## config.mk

```make
export PLATFORM = sky130hd
export DESIGN_NAME = bin2bcd_seq
export DESIGN_NICKNAME = d
export VERILOG_FILES = /design/src/rtl/bin2bcd_pkg.sv /design/src/rtl/bin2bcd_seq_bcd_digit_adj.sv /design/src/rtl/bin2bcd_seq.sv
export SDC_FILE = /design/constraint.sdc
export NUM_CORES = 1
export LEC_CHECK = 0
export BUFFER_PORTS_ARGS = -buffer_cell sky130_fd_sc_hd__buf_4
export CORE_UTILIZATION = 44
export CTS_BUF_LIST = sky130_fd_sc_hd__clkbuf_8
export CTS_CLUSTER_DIAMETER = 120
export DETAILED_ROUTE_END_ITERATION = 7
export HOLD_SLACK_MARGIN = 0.05
export PLACE_DENSITY_LB_ADDON = 0.12
export SLEW_MARGIN = 0
export SYNTH_ARGS = -nofsm -noshare
export SYNTH_HDL_FRONTEND = slang
export SYNTH_SLANG_ARGS = --single-unit
```

## constraint.sdc

```tcl
create_clock -name clk -period 2 [get_ports clk]
set_clock_uncertainty 0.1 [all_clocks]
set_input_delay 0.4 -clock clk [delete_from_list [all_inputs] [get_ports clk]]
set_output_delay 0.4 -clock clk [all_outputs]
set_load 0.1 [all_outputs]
```

## src/rtl/bin2bcd_pkg.sv

```systemverilog
// Shared types and constants for the sequential double-dabble binary-to-BCD converter.
package bin2bcd_pkg;

    typedef enum logic [1:0] {
        IDLE = 2'd0,
        CONV = 2'd1,
        DONE = 2'd2
    } state_t;

    localparam int         BCD_W      = 4;
    localparam logic [3:0] ADJ_THRESH = 4'd5;
    localparam logic [3:0] ADJ_ADD    = 4'd3;

endpackage

```

## src/rtl/bin2bcd_seq_bcd_digit_adj.sv

```systemverilog
// One-digit double-dabble correction: digits of 5 or more get +3 before the shift.
module bcd_digit_adj
    import bin2bcd_pkg::*;
(
    input  logic [BCD_W-1:0] d,
    output logic [BCD_W-1:0] q
);

    // Largest input is 9, so the result never exceeds 12 and fits the digit.
    assign q = (d >= ADJ_THRESH) ? (d + ADJ_ADD) : d;

endmodule

```

## src/rtl/bin2bcd_seq.sv

```systemverilog
// Sequential binary-to-BCD converter, one input bit per clock, valid/ready on both sides.
// Optional macro BIN2BCD_SIGNED_EN: two's-complement input, magnitude converted, sign on out_neg.
module bin2bcd_seq
    import bin2bcd_pkg::*;
#(
    parameter int BIN_W  = 16,
    parameter int DIGITS = 5
) (
    input  logic                  clk,
    input  logic                  rst_n,
    input  logic                  in_valid,
    output logic                  in_ready,
    input  logic [BIN_W-1:0]      in_bin,
    output logic                  out_valid,
    input  logic                  out_ready,
    output logic [4*DIGITS-1:0]   out_bcd,
    output logic                  out_ovf
`ifdef BIN2BCD_SIGNED_EN
    ,
    output logic                  out_neg
`endif
);

    localparam int CNT_W = $clog2(BIN_W);
    localparam int ACC_W = BCD_W * DIGITS;

    state_t             state_reg, state_next;
    logic [BIN_W-1:0]   bin_sr_reg;
    logic [ACC_W-1:0]   bcd_acc_reg;
    logic [ACC_W-1:0]   bcd_adj;
    logic [CNT_W-1:0]   cnt_reg;
    logic               ovf_reg;
    logic [BIN_W-1:0]   load_val;
    logic               accept;
    logic               take;

    genvar gi;
    generate
        for (gi = 0; gi < DIGITS; gi++) begin : g_adj
            bcd_digit_adj u_adj (
                .d (bcd_acc_reg[gi*BCD_W +: BCD_W]),
                .q (bcd_adj[gi*BCD_W +: BCD_W])
            );
        end
    endgenerate

`ifdef BIN2BCD_SIGNED_EN
    logic neg_reg;

    // Negating the most negative value wraps to itself, which is its correct unsigned magnitude.
    assign load_val = in_bin[BIN_W-1] ? (-in_bin) : in_bin;
    assign out_neg  = neg_reg;

    always_ff @(posedge clk or negedge rst_n) begin
        if (!rst_n) begin
            neg_reg <= 1'b0;
        end else if (accept) begin
            neg_reg <= in_bin[BIN_W-1];
        end
    end
`else
    assign load_val = in_bin;
`endif

    assign accept = in_valid && in_ready;
    assign take   = out_valid && out_ready;

    always_ff @(posedge clk or negedge rst_n) begin
        if (!rst_n) begin
            state_reg <= IDLE;
        end else begin
            state_reg <= state_next;
        end
    end

    always_comb begin
        state_next = state_reg;
        case (state_reg)
            IDLE:    if (accept) state_next = CONV;
            CONV:    if (cnt_reg == '0) state_next = DONE;
            DONE:    if (take) state_next = IDLE;
            default: state_next = IDLE;
        endcase
    end

    always_comb begin
        in_ready  = (state_reg == IDLE);
        out_valid = (state_reg == DONE);
    end

    // Whatever leaves the top digit is a carry into a digit we do not keep.
    always_ff @(posedge clk or negedge rst_n) begin
        if (!rst_n) begin
            bin_sr_reg  <= '0;
            bcd_acc_reg <= '0;
            cnt_reg     <= '0;
            ovf_reg     <= 1'b0;
        end else if (accept) begin
            bin_sr_reg  <= load_val;
            bcd_acc_reg <= '0;
            cnt_reg     <= CNT_W'(BIN_W - 1);
            ovf_reg     <= 1'b0;
        end else if (state_reg == CONV) begin
            {bcd_acc_reg, bin_sr_reg} <= {bcd_adj[ACC_W-2:0], bin_sr_reg, 1'b0};
            ovf_reg                   <= ovf_reg | bcd_adj[ACC_W-1];
            if (cnt_reg != '0) begin
                cnt_reg <= cnt_reg - CNT_W'(1);
            end
        end
    end

    assign out_bcd = bcd_acc_reg;
    assign out_ovf = ovf_reg;

endmodule
```

### Word level (Yosys, flattened, before mapping)

Index checks and enable logic that the tools add are counted.

| operators by class | value |
|---|---|
| $lt $le $gt $ge | 5 |
| add/sub/neg operators | 6 |
| bitwise gates (word level) | 1 |
| reduce and logical (&&, ||, !) cells | 9 |
| muxes and demuxes | 18 |
| equality and inequality tests | 5 |

Operator list:

| cell | count |
|---|---|
| 20-bit 2-to-1 mux | 2 |
| 16-bit 2-to-1 mux | 2 |
| 4-bit 2-to-1 mux | 8 |
| 4-bit by 2-bit adder with 4-bit output, second input constant | 5 |
| 4-bit by 3-bit greater-or-equal comparator with 1-bit output, second input constant | 5 |
| 2-bit 2-to-1 mux | 3 |
| 2-bit one-hot mux with 3 select lines | 1 |
| 4-bit logical NOT | 1 |
| 2-bit by 1-bit inequality test with 1-bit output, second input constant | 2 |
| 2-bit nonzero test | 2 |
| 4-bit nonzero test | 1 |
| 4-bit by 1-bit subtractor with 4-bit output, second input constant | 1 |
| 3-bit AND reduction | 1 |
| 2-bit by 1-bit equality test with 1-bit output, second input constant | 1 |
| 2-bit equality test, second input constant | 1 |
| 1-bit logical AND | 2 |
| 2-bit logical NOT | 1 |
| 1-bit 2-to-1 mux | 2 |
| 2-bit inequality test, second input constant | 1 |
| 2-bit AND reduction | 1 |
| 1-bit OR | 1 |

| storage, ports and cells | value |
|---|---|
| register bits after elaboration | 43 |

### Logic depth before layout (Yosys ltp)

| depth | value |
|---|---|
| depth in word-level cells | 5 |
| depth in mapped cells | 6 |

### By module

Synthesis repeated with hierarchy kept, for this count alone.

| unflattened totals | value |
|---|---|
| cell total of the unflattened synthesis | 254 |
| area total of the unflattened synthesis | 2,476.1 um2 |

By module, submodules not included:

| module | times used | cells each | area an instance (um2) | sequential area each (um2) |
|---|---|---|---|---|
| bin2bcd_seq | 1 | 174 | 1,969.4 | 1,076.0 |
| bcd_digit_adj | 5 | 16 | 101.3 | 0.0 |

### Least setup slack after synthesis

OpenSTA, ideal clock, no wires.

| timing | value |
|---|---|
| path type | reg2reg |
| from | reg bcd_acc_reg[9], in the netlist out_bcd[9] |
| to | reg bcd_acc_reg[10], in the netlist out_bcd[10] |
| data required time | 1,817 ps |
| data arrival time | 2,161 ps |
| period minus slack after synthesis | 2,343 ps |
| path buffers | 0 |
| setup slack | -343 ps |
| stages on the path, launching flop included | 7 |
| path through | dfrtp_1 -> inv_1 -> ha_1 -> nand2b_1 -> a21oi_1 -> mux2_2 -> o21ai_0 |

| on the way | value |
|---|---|
| cells in the longest elaborated chain, start to end | 4 |

RTL lines:

| element | line | text |
|---|---|---|
| start: declaration | bin2bcd_seq.sv:29 | `logic [ACC_W-1:0] bcd_acc_reg;` |
| start signal: assignment | bin2bcd_seq.sv:104 | `{bcd_acc_reg, bin_sr_reg} <= {bcd_adj[ACC_W-2:0], bin_sr_reg, 1'b0};` |
| 4-bit by 2-bit adder with 4-bit output / 4-bit by 3-bit greater-or-equal comparator with 1-bit output (equally long branches) | bin2bcd_seq_bcd_digit_adj.sv:10 | `assign q = (d >= ADJ_THRESH) ? (d + ADJ_ADD) : d;` |
| 4-bit 2-to-1 mux (*) | bin2bcd_seq_bcd_digit_adj.sv:10 |  |
| 20-bit 2-to-1 mux (*) | bin2bcd_seq.sv:103 | `end else if (state_reg == CONV) begin` |
| 20-bit 2-to-1 mux (*) | bin2bcd_seq.sv:98 | `end else if (accept) begin` |

Every way passes the cells marked *; elsewhere a longest branch is shown, timed or not. The select of a mux whose other input is x is not followed.
A chain may end at the register's enable or synchronous reset.

### Worst setup path after layout

| timing | value |
|---|---|
| from | reg bcd_acc_reg[13], in the netlist out_bcd[13] |
| to | reg bcd_acc_reg[14], in the netlist out_bcd[14] |

Same word-level chain as after synthesis.

==> results_dict.tcl <==
set metrics [dict create \
    clkSlewWorstSetupHoldPaths_ns 0.08 \
    start_util_pct 46.4 \
    synth_ff_type "dfrtp_1" \
    holdPathEnd "bin_sr_reg[0]" \
    grt_pass1_wl_microns 7290 \
    layout_common_cells "49 x buf_4, 40 x nand2_1, 33 x dfrtp_1" \
    ant_nets 0 \
    yosysWarnings 0 \
    nets 299 \
    vias 1727 \
    globalplace.congestion 0.756 \
    drive_gt1_share_pct 29.7 \
    core_area_sq_um 4790 \
    syn_avg_cell_area_sq_um 10.0 \
    postPlaceCellArea_sq_um 2640 \
    cts_buffer_depth 2 \
    grt_pass1_vias 1564 \
    clk_latency_ns 0.29 \
    cap_violations 0 \
    crit_path_top_delay_cell "dfrtp_4" \
    outcome "complete, no violations" \
    grt_overflow_total 0 \
    start_kind "flip-flop" \
    fin_area_sq_um 2790 \
    largest_reg_flops 20 \
    hold_class "input port to flip-flop" \
    post-route-min-period_ns 1.82 \
    cts_sinks 43 \
    fin_setup_tns_ns 0 \
    n_antenna_cell 0 \
    grt_max_degree 44 \
    path_max_fanout 4 \
    hold_viol_final 0 \
    relSlewSlack_pct 63.3 \
    min_period_over_period_pct 90.8 \
    drt-total-wl_microns 4410 \
    max_stage_delay_ns 0.49 \
    place_ws_ns 0.197 \
    critPathRequiredTime_ns 2.11 \
    endpoint_kind "flip-flop" \
    arrival_ns 1.93 \
    r2r-end "out_bcd[14]" \
    cts_tree "yes" \
    tightest_slew_ns 0.551 \
    dr.first_iter.drc_count 88 \
    postLayoutCoreUtil_pct 58.3 \
    cts_max_level 2 \
    ys_ff_latch 43 \
    area_growth_pct 25.8 \
    drc 0 \
    routed_via_density 5.14 \
    r2r-start "out_bcd[13]" \
    cts_buffers 5 \
    path_class "flip-flop to flip-flop" \
    r2r_slack_ns 0.18 \
    setup_viol 0 \
    port_buffers 42 \
    detail_route.wl_per_cell_microns 13.1 \
    first_pass_iters 4 \
    grt_util_all_layers_pct 18.1 \
    row_count 25 \
    synth_seq_area_share_pct 48.5 \
    die-width_microns 73.0 \
    cts_setup_buffers 0 \
    slew_viol_final 0 \
    syn_nets 252 \
    die_area_sq_um 5330 \
    netlist_area_sq_um 2220 \
    die_h_microns 73.0 \
    synthArstFlopShare_pct 100 \
    grt_setup_unrepaired "no" \
    layout_commonest_cell "buf_4" \
    hpwl_microns 3030 \
    cts_root_buffer "clkbuf_8" \
    hold_depth 3 \
    r2r_cells 6 \
    max_freq_mhz 550 \
    grt_antenna_before_repair 0 \
    critical_path.cell_chain "inv_1, ha_1, nand2b_1, a21oi_1, mux2_2, o21ai_0" \
    synth_edf_count 0 \
    ys_types 29 \
    io_pins 43 \
    min-delay-start "in_bin[0]" \
    synthCells 221 \
    fin_ws_ns 0.183 \
]
[critical path, delay by kind of cell (launching register included)]
kind | cells | cell delay [ns]
flip-flops | 1 | 0.49
AO/OA/AOI/OAI | 2 | 0.42
multiplexers | 1 | 0.37
adder cells (fa/ha/maj) | 1 | 0.20
buffers and inverters | 1 | 0.10
AND/OR/NAND/NOR | 1 | 0.07
[metal layers]
layer  GRT usage [%]  vias up  share of wire, %
li1                -      868                 -
met1            25.0      822                50
met2            27.6       33                46
met3            3.45        4               3.6
met4            8.50        0               1.0
met5               0        -                 0
[cell usage after synthesis (2+ instances only)]
master    number  share of area (%)
nand2b_1       8                2.3
xnor2_1        6                2.4
dfrtp_1       43                 49
xor2_1         5                2.0
mux2_2         4                2.0
inv_1         12                2.0
ha_1          11                6.2
a21oi_1        6                1.4
nand2_1       40                6.8
a32o_1         6                2.7
a22oi_1       15                5.1
o31ai_1       11                3.7
buf_4          5                1.7
o21ai_0       15                3.4
buf_2          5                1.1
nor2b_1        2               0.56
nand3_1       15                3.4
[final cells by class]
class	instances	area, sq um
tap	67	83.8
sequential	43	1100
multi-input combinational	155	1030
clock inverter	3	63.8
clock buffer	5	68.8
timing repair buffer	51	398
fill	412	2000
inverter	12	45.0
[per-stage QoR]
| stage | hold WS (ns) | std cells |
|---|---|---|
| finish | 0.192 | 336 |
| global route | 0.178 | 336 |
| CTS | 0.181 | 336 |
| detailed placement | 0.336 | 327 |
| global placement | 0.338 | 327 |
| floorplan | 0.00441 | 221 |
[worst max path at each step]
stage | from | to | slack (ns) | depth (start not counted)
3_3_place_gp | out_bcd[5] | out_bcd[6] | 0.26 | 6
6_report | out_bcd[13] | out_bcd[14] | 0.18 | 6
4_1_cts | out_bcd[1] | out_bcd[2] | 0.17 | 6
3_5_place_dp | out_bcd[1] | out_bcd[2] | 0.20 | 6
5_1_grt | out_bcd[13] | out_bcd[14] | 0.04 | 6
2_1_floorplan | out_bcd[9] | out_bcd[10] | -0.03 | 6
[logic make-up after synthesis]
| group | synth area share [%] |
|---|---|
| mux | 2.03 |
| fa+ha+maj | 6.20 |
| simple gates | 16.3 |
| compound gates | 17.3 |
| flops | 48.5 |
| xor+xnor | 4.34 |
| buf+inv | 5.36 |
[repair_timing]
action / CTS / global route
hold endpoints to repair: 43 / 0
resized for setup: 0 / 1
setup endpoints to repair: 0 / 1
hold buffers: 1 / 0
Power is left out: the tool's default activity adds up to more than one toggle a clock period on the data nets, which glitch-free logic cannot reach.
